**src/rtl/ddc_agc_ctrl_if.sv**
```systemverilog
// Sample, configuration and gain-control bundle of the DDC AGC loop controller.
// data_valid has no ready: a sample is consumed at the rising edge where data_valid=1 and the controller is accumulating, otherwise it is discarded.
interface ddc_agc_ctrl_if;
    logic               agc_en;
    logic               data_valid;
    logic signed [14:0] data_i;
    logic signed [14:0] data_q;
    logic [15:0]        target;
    logic [15:0]        hyst;
    logic [15:0]        step;
    logic [15:0]        clip_thr;
    logic [16:0]        man_value;
    logic [1:0]         man_sel;
    logic [16:0]        ddc_agc_value;
    logic [1:0]         ddc_agc_6db_sel;
    logic               update;
    logic               locked;
    logic               clip;
    logic [1:0]         fsm_state;

    modport master (
        output agc_en, data_valid, data_i, data_q, target, hyst, step, clip_thr, man_value, man_sel,
        input  ddc_agc_value, ddc_agc_6db_sel, update, locked, clip, fsm_state
    );

    modport slave (
        input  agc_en, data_valid, data_i, data_q, target, hyst, step, clip_thr, man_value, man_sel,
        output ddc_agc_value, ddc_agc_6db_sel, update, locked, clip, fsm_state
    );
endinterface

```
**src/rtl/ddc_agc_ctrl.sv**
```systemverilog
// Closed-loop AGC controller: averages |I|+|Q| over a window and steps the fine gain,
// spilling into the coarse 6 dB select when the fine gain leaves [GAIN_MIN, GAIN_MAX].
module ddc_agc_ctrl #(
    parameter int          WIN_LOG2 = 10,
    parameter int          SETTLE   = 8,
    parameter logic [16:0] GAIN_MIN = 17'h08000,
    parameter logic [16:0] GAIN_MAX = 17'h0FFFF
) (
    input logic           ddc_agc_ctrl_clk,
    input logic           ddc_agc_ctrl_rst_n,
    ddc_agc_ctrl_if.slave bus
);
    localparam int HW = (SETTLE > 1) ? $clog2(SETTLE) : 1;

    typedef enum logic [1:0] {IDLE = 2'd0, ACC = 2'd1, UPD = 2'd2, HOLD = 2'd3} state_t;

    state_t              state, state_nxt;
    logic [31:0]         acc;
    logic [WIN_LOG2-1:0] cnt;
    logic [WIN_LOG2:0]   clip_cnt;
    logic [HW-1:0]       hold_cnt;
    logic [2:0]          unch;
    logic [16:0]         m, m_nxt;
    logic [1:0]          sel, sel_nxt;
    logic                update, locked, clip;

    logic [14:0]        abs_i, abs_q;
    logic [15:0]        mag;
    logic               is_clip, last_sample;
    logic [15:0]        mean;
    logic [16:0]        hi, lo;
    logic               clip_hit, do_inc, do_dec, changed;
    logic [17:0]        sum_inc, dec_amt;
    logic signed [18:0] diff;
    logic [19:0]        dbl;

    // -16384 negates to 0x4000, which reads as +16384 when taken unsigned
    assign abs_i       = bus.data_i[14] ? 15'(-bus.data_i) : 15'(bus.data_i);
    assign abs_q       = bus.data_q[14] ? 15'(-bus.data_q) : 15'(bus.data_q);
    assign mag         = {1'b0, abs_i} + {1'b0, abs_q};
    assign is_clip     = (bus.data_i == 15'h3FFF) || (bus.data_i == 15'h4000) ||
                         (bus.data_q == 15'h3FFF) || (bus.data_q == 15'h4000);
    assign last_sample = bus.data_valid && (cnt == '1);

    assign mean     = acc[WIN_LOG2 +: 16];
    assign hi       = {1'b0, bus.target} + {1'b0, bus.hyst};
    assign lo       = (bus.target >= bus.hyst) ? {1'b0, bus.target - bus.hyst} : 17'd0;
    assign clip_hit = 17'(clip_cnt) >= {1'b0, bus.clip_thr};
    assign do_dec   = clip_hit || ({1'b0, mean} > hi);
    assign do_inc   = !clip_hit && ({1'b0, mean} < lo);
    assign sum_inc  = {1'b0, m} + {2'b00, bus.step};
    assign dec_amt  = clip_hit ? {bus.step, 2'b00} : {2'b00, bus.step};
    assign diff     = $signed({2'b00, m}) - $signed({1'b0, dec_amt});
    assign dbl      = diff[18] ? 20'd0 : {1'b0, diff[17:0], 1'b0};

    always_comb begin
        m_nxt   = m;
        sel_nxt = sel;
        if (do_dec) begin
            if (diff < $signed({2'b00, GAIN_MIN})) begin
                if (sel != 2'd0) begin
                    sel_nxt = sel - 2'd1;
                    if (dbl < {3'b000, GAIN_MIN})      m_nxt = GAIN_MIN;
                    else if (dbl > {3'b000, GAIN_MAX}) m_nxt = GAIN_MAX;
                    else                               m_nxt = dbl[16:0];
                end else begin
                    m_nxt = GAIN_MIN;
                end
            end else begin
                m_nxt = diff[16:0];
            end
        end else if (do_inc) begin
            if (sum_inc > {1'b0, GAIN_MAX}) begin
                if (sel != 2'd3) begin
                    sel_nxt = sel + 2'd1;
                    m_nxt   = sum_inc[17:1];
                end else begin
                    m_nxt = GAIN_MAX;
                end
            end else begin
                m_nxt = sum_inc[16:0];
            end
        end
    end

    assign changed = (m_nxt != m) || (sel_nxt != sel);

    always_comb begin
        state_nxt = state;
        case (state)
            IDLE: if (bus.agc_en) state_nxt = ACC;
            ACC:  if (last_sample) state_nxt = UPD;
            UPD:  state_nxt = changed ? HOLD : ACC;
            HOLD: if (hold_cnt == HW'(SETTLE - 1)) state_nxt = ACC;
        endcase
        if (!bus.agc_en) state_nxt = IDLE;
    end

    always_ff @(posedge ddc_agc_ctrl_clk) begin
        if (!ddc_agc_ctrl_rst_n) begin
            state    <= IDLE;
            acc      <= '0;
            cnt      <= '0;
            clip_cnt <= '0;
            hold_cnt <= '0;
            unch     <= '0;
            m        <= 17'h08000;
            sel      <= 2'd0;
            update   <= 1'b0;
            locked   <= 1'b0;
            clip     <= 1'b0;
        end else begin
            state  <= state_nxt;
            update <= 1'b0;
            if (!bus.agc_en && state != IDLE) begin
                // loop dropped mid-flight: forget the partial window, keep the gain until IDLE reloads it
                acc      <= '0;
                cnt      <= '0;
                clip_cnt <= '0;
                hold_cnt <= '0;
                unch     <= '0;
                locked   <= 1'b0;
            end else begin
                case (state)
                    IDLE: begin
                        acc      <= '0;
                        cnt      <= '0;
                        clip_cnt <= '0;
                        hold_cnt <= '0;
                        unch     <= '0;
                        locked   <= 1'b0;
                        clip     <= 1'b0;
                        m        <= bus.man_value;
                        sel      <= bus.man_sel;
                    end
                    ACC: begin
                        if (bus.data_valid) begin
                            acc <= acc + {16'd0, mag};
                            cnt <= cnt + WIN_LOG2'(1);
                            if (is_clip) clip_cnt <= clip_cnt + (WIN_LOG2 + 1)'(1);
                        end
                    end
                    UPD: begin
                        m        <= m_nxt;
                        sel      <= sel_nxt;
                        update   <= changed;
                        clip     <= clip_hit;
                        acc      <= '0;
                        cnt      <= '0;
                        clip_cnt <= '0;
                        hold_cnt <= '0;
                        if (changed) begin
                            unch   <= '0;
                            locked <= 1'b0;
                        end else begin
                            if (unch != 3'd4) unch <= unch + 3'd1;
                            locked <= (unch >= 3'd3);
                        end
                    end
                    HOLD: begin
                        hold_cnt <= hold_cnt + HW'(1);
                        if (state_nxt == ACC) begin
                            acc      <= '0;
                            cnt      <= '0;
                            clip_cnt <= '0;
                            hold_cnt <= '0;
                        end
                    end
                endcase
            end
        end
    end

    assign bus.ddc_agc_value   = m;
    assign bus.ddc_agc_6db_sel = sel;
    assign bus.update          = update;
    assign bus.locked          = locked;
    assign bus.clip            = clip;
    assign bus.fsm_state       = state;
endmodule

```
**src/flat_wrapper.sv**
```systemverilog
// flat-port wrapper written by rule: the top's interface ports become plain ports
module ddc_agc_ctrl_flat 
#(
    parameter int          WIN_LOG2 = 10,
    parameter int          SETTLE   = 8,
    parameter logic [16:0] GAIN_MIN = 17'h08000,
    parameter logic [16:0] GAIN_MAX = 17'h0FFFF
)
  (ddc_agc_ctrl_clk, ddc_agc_ctrl_rst_n, bus_agc_en, bus_data_valid, bus_data_i, bus_data_q, bus_target, bus_hyst, bus_step, bus_clip_thr, bus_man_value, bus_man_sel, bus_ddc_agc_value, bus_ddc_agc_6db_sel, bus_update, bus_locked, bus_clip, bus_fsm_state);
  ddc_agc_ctrl_if bus_i ();
  input logic ddc_agc_ctrl_clk;
  input logic ddc_agc_ctrl_rst_n;
  input wire logic [$bits(bus_i.agc_en)-1:0] bus_agc_en;
  input wire logic [$bits(bus_i.data_valid)-1:0] bus_data_valid;
  input wire logic [$bits(bus_i.data_i)-1:0] bus_data_i;
  input wire logic [$bits(bus_i.data_q)-1:0] bus_data_q;
  input wire logic [$bits(bus_i.target)-1:0] bus_target;
  input wire logic [$bits(bus_i.hyst)-1:0] bus_hyst;
  input wire logic [$bits(bus_i.step)-1:0] bus_step;
  input wire logic [$bits(bus_i.clip_thr)-1:0] bus_clip_thr;
  input wire logic [$bits(bus_i.man_value)-1:0] bus_man_value;
  input wire logic [$bits(bus_i.man_sel)-1:0] bus_man_sel;
  output wire logic [$bits(bus_i.ddc_agc_value)-1:0] bus_ddc_agc_value;
  output wire logic [$bits(bus_i.ddc_agc_6db_sel)-1:0] bus_ddc_agc_6db_sel;
  output wire logic [$bits(bus_i.update)-1:0] bus_update;
  output wire logic [$bits(bus_i.locked)-1:0] bus_locked;
  output wire logic [$bits(bus_i.clip)-1:0] bus_clip;
  output wire logic [$bits(bus_i.fsm_state)-1:0] bus_fsm_state;
  assign bus_i.agc_en = bus_agc_en;
  assign bus_i.data_valid = bus_data_valid;
  assign bus_i.data_i = bus_data_i;
  assign bus_i.data_q = bus_data_q;
  assign bus_i.target = bus_target;
  assign bus_i.hyst = bus_hyst;
  assign bus_i.step = bus_step;
  assign bus_i.clip_thr = bus_clip_thr;
  assign bus_i.man_value = bus_man_value;
  assign bus_i.man_sel = bus_man_sel;
  assign bus_ddc_agc_value = bus_i.ddc_agc_value;
  assign bus_ddc_agc_6db_sel = bus_i.ddc_agc_6db_sel;
  assign bus_update = bus_i.update;
  assign bus_locked = bus_i.locked;
  assign bus_clip = bus_i.clip;
  assign bus_fsm_state = bus_i.fsm_state;
  ddc_agc_ctrl #(.WIN_LOG2(WIN_LOG2), .SETTLE(SETTLE), .GAIN_MIN(GAIN_MIN), .GAIN_MAX(GAIN_MAX)) u_core (.ddc_agc_ctrl_clk(ddc_agc_ctrl_clk), .ddc_agc_ctrl_rst_n(ddc_agc_ctrl_rst_n), .bus(bus_i));
endmodule
```
**config.mk**
```make
export PLATFORM = sky130hd
export DESIGN_NAME = ddc_agc_ctrl_flat
export DESIGN_NICKNAME = d
export VERILOG_FILES = /design/src/rtl/ddc_agc_ctrl_if.sv /design/src/rtl/ddc_agc_ctrl.sv /design/src/flat_wrapper.sv
export SDC_FILE = /design/constraint.sdc
export NUM_CORES = 1
export LEC_CHECK = 0
export CELL_PAD_IN_SITES_DETAIL_PLACEMENT = 1
export CELL_PAD_IN_SITES_GLOBAL_PLACEMENT = 2
export CORE_MARGIN = 2
export CORE_UTILIZATION = 30
export CTS_CLUSTER_DIAMETER = 60
export DETAILED_ROUTE_END_ITERATION = 6
export GPL_TIMING_DRIVEN = 0
export PLACE_DENSITY_LB_ADDON = 0.1
export SLEW_MARGIN = 40
export SYNTH_ARGS = -nofsm -noshare
export SYNTH_HDL_FRONTEND = slang
export SYNTH_SLANG_ARGS = --single-unit
```
**constraint.sdc**
```tcl
create_clock -name ddc_agc_ctrl_clk -period 10.1 [get_ports ddc_agc_ctrl_clk]
set_input_delay 3.03 -clock ddc_agc_ctrl_clk [delete_from_list [all_inputs] [get_ports ddc_agc_ctrl_clk]]
set_output_delay 3.03 -clock ddc_agc_ctrl_clk [all_outputs]
set_load 0.05 [all_outputs]
```
== After elaboration in Yosys (flattened, before gate mapping) ==
Cells that the tools add are included.

* Register bits: 83
* Bits of input ports: 117
* Output and inout bits: 24
* Word-level logic and storage cells: 121

* Add/subtract/negate cells: 14
* Magnitude comparators: 9
* Equal/unequal tests: 18
* Mux-type cells: 44
* Bitwise logic cells: 3
* Reductions and logical operators: 22

{| class="wikitable"
|+ Operators by type and width
! kind !! count
|-
| $mux 17 || 8
|-
| $pmux 32 s3 || 1
|-
| $mux 32 || 2
|-
| $pmux 17 s2 || 1
|-
| $mux 11 || 3
|-
| $pmux 11 s3 || 1
|-
| $add 32x16->32 || 1
|-
| $eq 15x14->1 const B || 2
|-
| $eq 15x15->1 const B || 2
|-
| $mux 15 || 2
|-
| $neg 15->15 || 2
|-
| $pmux 10 s3 || 1
|-
| $gt 20x16->1 const B || 1
|-
| $lt 20x16->1 const B || 1
|-
| $mux 10 || 2
|-
| $mux 2 || 10
|-
| $lt 19x17->1 const B || 1
|-
| $mux 19 || 1
|-
| $sub 17x18->19 || 1
|-
| $add 17x16->18 || 1
|-
| $gt 18x16->1 const B || 1
|-
| $mux 18 || 1
|-
| $add 16x16->17 || 1
|-
| $gt 16x17->1 || 1
|-
| other kinds (38) || 62
|}

== Logic depth before layout (Yosys ltp) ==
* Depth after elaboration: 18
* Gate-level depth with buffers: 29
* Depth with buffers taken out: 28

== Worst setup path after synthesis ==
OpenSTA, ideal clock, no wires.

* Kind: input to register
* Start point: input bus_clip_thr[5]
* End point: register u_core.unch[1]
* Library setup time: 88 ps
* Arrival time: 9,010 ps
* Setup slack: 1,002 ps
* Stages: 25
* Buffers on the path: 3
* Path through: inv_1 ha_1 o21a_1 o21ai_0 or3_1 a221oi_1 and2_1 clkbuf_1 clkbuf_1 mux2i_1 ha_1 buf_2 a21oi_1 nor2_1 o311a_1 o32a_1 o31a_1 o21ai_4 mux2_2 or4_1 a21oi_1 o2111ai_1 nor4_4 a41oi_1 o32ai_2

* Word-level cells in the longest chain between the ends: 14

{| class="wikitable"
|+ RTL lines
! element !! line !! text
|-
| start: declaration || flat_wrapper.sv:20 || <nowiki>input wire logic [$bits(bus_i.clip_thr)-1:0] bus_clip_thr;</nowiki>
|-
| $ge 11x16->1 (*) || ddc_agc_ctrl.sv:48 || <nowiki>assign clip_hit = 17'(clip_cnt) >= {1'b0, bus.clip_thr};</nowiki>
|-
| $mux 18 || ddc_agc_ctrl.sv:52 || <nowiki>assign dec_amt = clip_hit ? {bus.step, 2'b00} : {2'b00, bus.step};</nowiki>
|-
| $sub 17x18->19 || ddc_agc_ctrl.sv:53 || <nowiki>assign diff = $signed({2'b00, m}) - $signed({1'b0, dec_amt});</nowiki>
|-
| $mux 19 || ddc_agc_ctrl.sv:54 || <nowiki>assign dbl = diff[18] ? 20'd0 : {1'b0, diff[17:0], 1'b0};</nowiki>
|-
| $gt 20x16->1 || ddc_agc_ctrl.sv:64 || <nowiki>else if (dbl > {3'b000, GAIN_MAX}) m_nxt = GAIN_MAX;</nowiki>
|-
| $mux 17 || ddc_agc_ctrl.sv:64 ||
|-
| $mux 17 || ddc_agc_ctrl.sv:63 || <nowiki>if (dbl < {3'b000, GAIN_MIN}) m_nxt = GAIN_MIN;</nowiki>
|-
| $mux 17 || ddc_agc_ctrl.sv:61 || <nowiki>if (sel != 2'd0) begin</nowiki>
|-
| $mux 17 || ddc_agc_ctrl.sv:60 || <nowiki>if (diff < $signed({2'b00, GAIN_MIN})) begin</nowiki>
|-
| $mux 17 || ddc_agc_ctrl.sv:59 || <nowiki>if (do_dec) begin</nowiki>
|-
| $ne 17x17->1 || ddc_agc_ctrl.sv:86 || <nowiki>assign changed = (m_nxt != m) || (sel_nxt != sel);</nowiki>
|-
| $logic_or 1x1->1 (*) || ddc_agc_ctrl.sv:86 ||
|-
| $ne 3x1->1 (no line) / $mux 3 (equally long branches) || n/a ||
|-
| $reduce_and 2->1 (no line) / $pmux 3 s2 (equally long branches) || n/a ||
|-
| end signal: assignment || ddc_agc_ctrl.sv:156 || <nowiki>if (unch != 3'd4) unch <= unch + 3'd1;</nowiki>
|-
| end: declaration || ddc_agc_ctrl.sv:22 || <nowiki>logic [2:0] unch;</nowiki>
|}

Mark *: on every way between the ends. The rest lies on a longest branch, timed or not.
A chain may end at the register's enable or synchronous reset.

== Worst setup path after layout ==
Same ends and word-level chain as after synthesis.

==> run_results.csv <==
group,metric,value,unit
place,pre_cts_ws,-1020,ps
final_layout,nFillCells,4317,
synth,synth_edf_count,0,
synth,ys_ff_latch,77,
power_and_ir_drop,power.leakage,5.26,nW
sta,finalCritPeriodShare,96.0,%
sta,worstMarginPinSlew,805,ps
global_route,grt_antenna_before_repair,0,
worst_setup_path,crit_path_end_kind,"flop",
sta,clock_skew,11.3,ps
sta,drv_slew,0,
clock_tree,htree_levels,3,
floorplan,die_h,192,µm
clock_tree,cts_max_path_buffers,2,
global_route,overflow,0,
power_and_ir_drop,power,1.47,mW
route,routed.top_layer,"met4",
synth,synth_area_leaders,"ha_1 16%, dfxtp_1 14%, xnor2_1 6.7%, a21oi_1 5.6%, nor2_1 4.9%",
synth,synthFlopType,"dfxtp_1",
worst_setup_path,cp_data_arrival_time,9960,ps
worst_setup_path,crit_type,"in2reg",
clock_tree,clk_latency,350,ps
final_layout,area_growth,21.7,%
power_and_ir_drop,peakVddDrop,0.0000682,V
final_layout,fin_cells,2031,
clock_tree,numCtsBuffers,9,
place,hpwl,33800,µm
synth,synth_area_per_cell,7.53,µm²
floorplan,rows,69,
floorplan,start_util,30.2,%
clock_tree,cts_tree,"done",
outcome,outcome,"complete, no violations",
sta,finalCriticalPeriod,9700,ps
route,drc,0,
hold_path,min_from,"u_core.acc[0]",
floorplan,ios,141,
synth,async_flop_share,0,%
route,vias,11100,
synth,yosysUniqueCellTypes,81,
route,routedWlPerCell,20.1,µm
clock_tree,cts.sink_count,77,
route,met3_wirelength,1010,µm
worst_setup_path,r2r_start,"u_core.clip_cnt[0]",
final_layout,drive_above_1_share,3.95,%
worst_setup_path,crit_required,10360,ps
floorplan,die_x,192,µm
clock_tree,cts_root_buf,"clkbuf_16",
sta,fin_ws,399,ps
sta,rsz0062_at_grt,"no",
global_route,grt_pass1_vias,11400,
synth,netlist.area_leader.share,15.6,%
place,port_buffers,140,
synth,synth-seq-area-share,14.5,%
hold_path,hold_class,"reg2reg",
sta,slew_headroom,46.1,%
final_layout,multi_input_area,8620,µm²
floorplan,die_area,37000,µm²
final_layout,n_antenna_cell,0,
global_route,grt_pass1_wl,63700,µm
synth,synth.net_count,1684,
route,ant_nets,0,
worst_setup_path,worstPathMaxFanout,10,
synth,synth_area,10700,µm²
worst_setup_path,cp-startpoint,"bus_clip_thr[5]",
global_route,grt_usage,22.1,%
global_route,grt_start_max_net_pins,14,
route,dr_wl_met2,20700,µm
sta,final-hold-violation-count,0,
flow_run,drv_cap,0,
place,gp_congestion,0.875,
worst_setup_path,start_kind,"primary input",
sta,final-setup-viol-count,0,
final_layout,regArea,1540,µm²
clock_tree,path_clk_slew,70,ps
route,vias_per_cell,5.47,
power_and_ir_drop,power_density,113,nW/µm²
final_layout,nets,1836,
clock_tree,cts_hold_buf,0,
place,post-place-cells,2016,
route,dr.pass1.iters,5,
sta,fmax,103,MHz
synth,yosysTopAreaCell,"ha_1",
floorplan,coreArea,35300,µm²
synth,yosys_warnings,0,
route,drtIter0Drc,511,
route,m1WireLength,18400,µm
synth,postSynthCellCount,1414,
route,wirelength,40800,µm
area by class of cell:
type | count | area share, %
buffer | 55 | 1.69
clock buffer | 10 | 1.77
clock inverter | 5 | 0.289
inverter | 87 | 2.52
multi-input combinational | 1194 | 66.5
sequential | 77 | 11.9
tap | 461 | 4.45
timing repair buffer | 142 | 10.9
worst max-delay path, cell delays in order:
cell             delay, ps
clkdlybuf4s50_1        460
inv_1                   40
ha_1                   290
o21a_1                 120
o21ai_0                 60
or3_1                  460
a221oi_4               440
and2_4                 310
buf_2                  310
mux2i_1                230
ha_1                   320
a21oi_1                310
nor3_1                  90
o311a_1                410
a211oi_2               440
nand2_1                330
or3_1                  420
mux2_2                 330
a211o_1                270
nor4_1                 250
o2111ai_1              220
nor4_4                 240
buf_4                  190
a41oi_1                140
o32ai_2                220
path summary, 6_finish.rpt:
check / to / cells past startpoint / slack, ps
worst max-delay path: u_core.unch[1] / 25 / 400
worst min-delay path: u_core.acc[0] / 2 / 470
worst max register to register: u_core.unch[1] / 24 / 3110
worst min register to register: u_core.acc[0] / 2 / 470
layout by cell type, fill, tap and decap left out, types with 7 or more instances in the layout:
cell type and count:
clkdlybuf4s50_1 140, nor2_1 137, ha_1 133, a21oi_1 119
nand2_1 111, inv_1 86, xnor2_1 81, o21ai_0 80
dfxtp_1 77, clkbuf_1 43, xor2_1 40, nor3_1 33
nand3_1 30, nand4_1 28, mux2i_1 27, a21o_1 25
a211oi_1 20, fa_1 20, o211ai_1 19, nand2b_1 17
or3_1 16, and3_1 15, and2_1 14, a31oi_1 14
a22oi_1 14, o21a_1 13, o31ai_1 13, o21bai_1 12
o22ai_1 11, buf_2 10, nor4_1 9, clkbuf_16 9
nor2b_1 8, or2_2 7, a221oi_1 7
Yosys cell counts (7+ instances only):
master and n:
a211oi_1 20, a21o_1 25, a21oi_1 119, a221oi_1 8
a22oi_1 14, a31oi_1 14, and2_1 15, and3_1 15
buf_2 9, clkbuf_1 44, dfxtp_1 77, fa_1 20
ha_1 133, inv_1 86, mux2i_1 29, nand2_1 111
nand2b_1 17, nand3_1 30, nand4_1 28, nor2_1 138
nor2b_1 8, nor3_1 33, nor4_1 9, o211ai_1 19
o21a_1 13, o21ai_0 80, o21ai_1 7, o21bai_1 12
o22ai_1 11, o31ai_1 13, or2_2 7, or3_1 16
xnor2_1 81, xor2_1 40
per-layer routing:
layer,track usage (%),vias up
met5,0,-
met4,4.82,0
met3,2.13,42
met2,41.1,189
met1,27.4,5392
li1,-,5483
metrics by stage:
step / instance area (µm²) / TNS, ps / util, % / hold slack [ps]
after global placement: 12600 / -4740 / 35.8 / 458
after detailed placement: 12700 / -5900 / 35.8 / 470
after CTS: 12900 / 0 / 36.6 / 480
after global routing: 13000 / 0 / 36.7 / 515
after floorplan: 10700 / 0 / - / 445
final: 13000 / 0 / 36.7 / 475
sequential cells by signal (all words and copies together) (netlist names):
register / count
u_core.bus.locked: 1
u_core.acc: 26
u_core.bus.clip: 1
u_core.unch: 3
u_core.bus.ddc_agc_6db_sel: 2
u_core.clip_cnt: 11
u_core.bus.fsm_state: 2
u_core.cnt: 10
u_core.bus.ddc_agc_value: 17
u_core.hold_cnt: 3
u_core.bus.update: 1
power breakdown:
part	internal (mW)	switching, mW	leakage, nW
Clock	0.166	0.141	0.125
Sequential	0.316	0.0305	0.627
Combinational	0.341	0.471	4.51
Total	0.823	0.643	5.26
kinds of logic (layout without fill, tap and decap cells):
family	count (synthesis)	in the layout	synth area share [%]
AOI/OAI and AO/OA	431	431	26.9
and+or+nand+nor	454	454	20.8
muxes	35	35	3.36
adders and majority gates	153	153	19.4
buffers and inverters	143	299	5.14
DFF	77	77	14.5
xor gates and xnor gates	121	121	9.95
what timing repair did:
item / CTS / global route
pin swaps: 0 / 1
setup buffers: 0 / 1
setup endpoints to repair: 6 / 6
endpoints found under the hold margin: 0 / 0
gates resized for setup: 3 / 8
(Power assumes the default switching activity.)
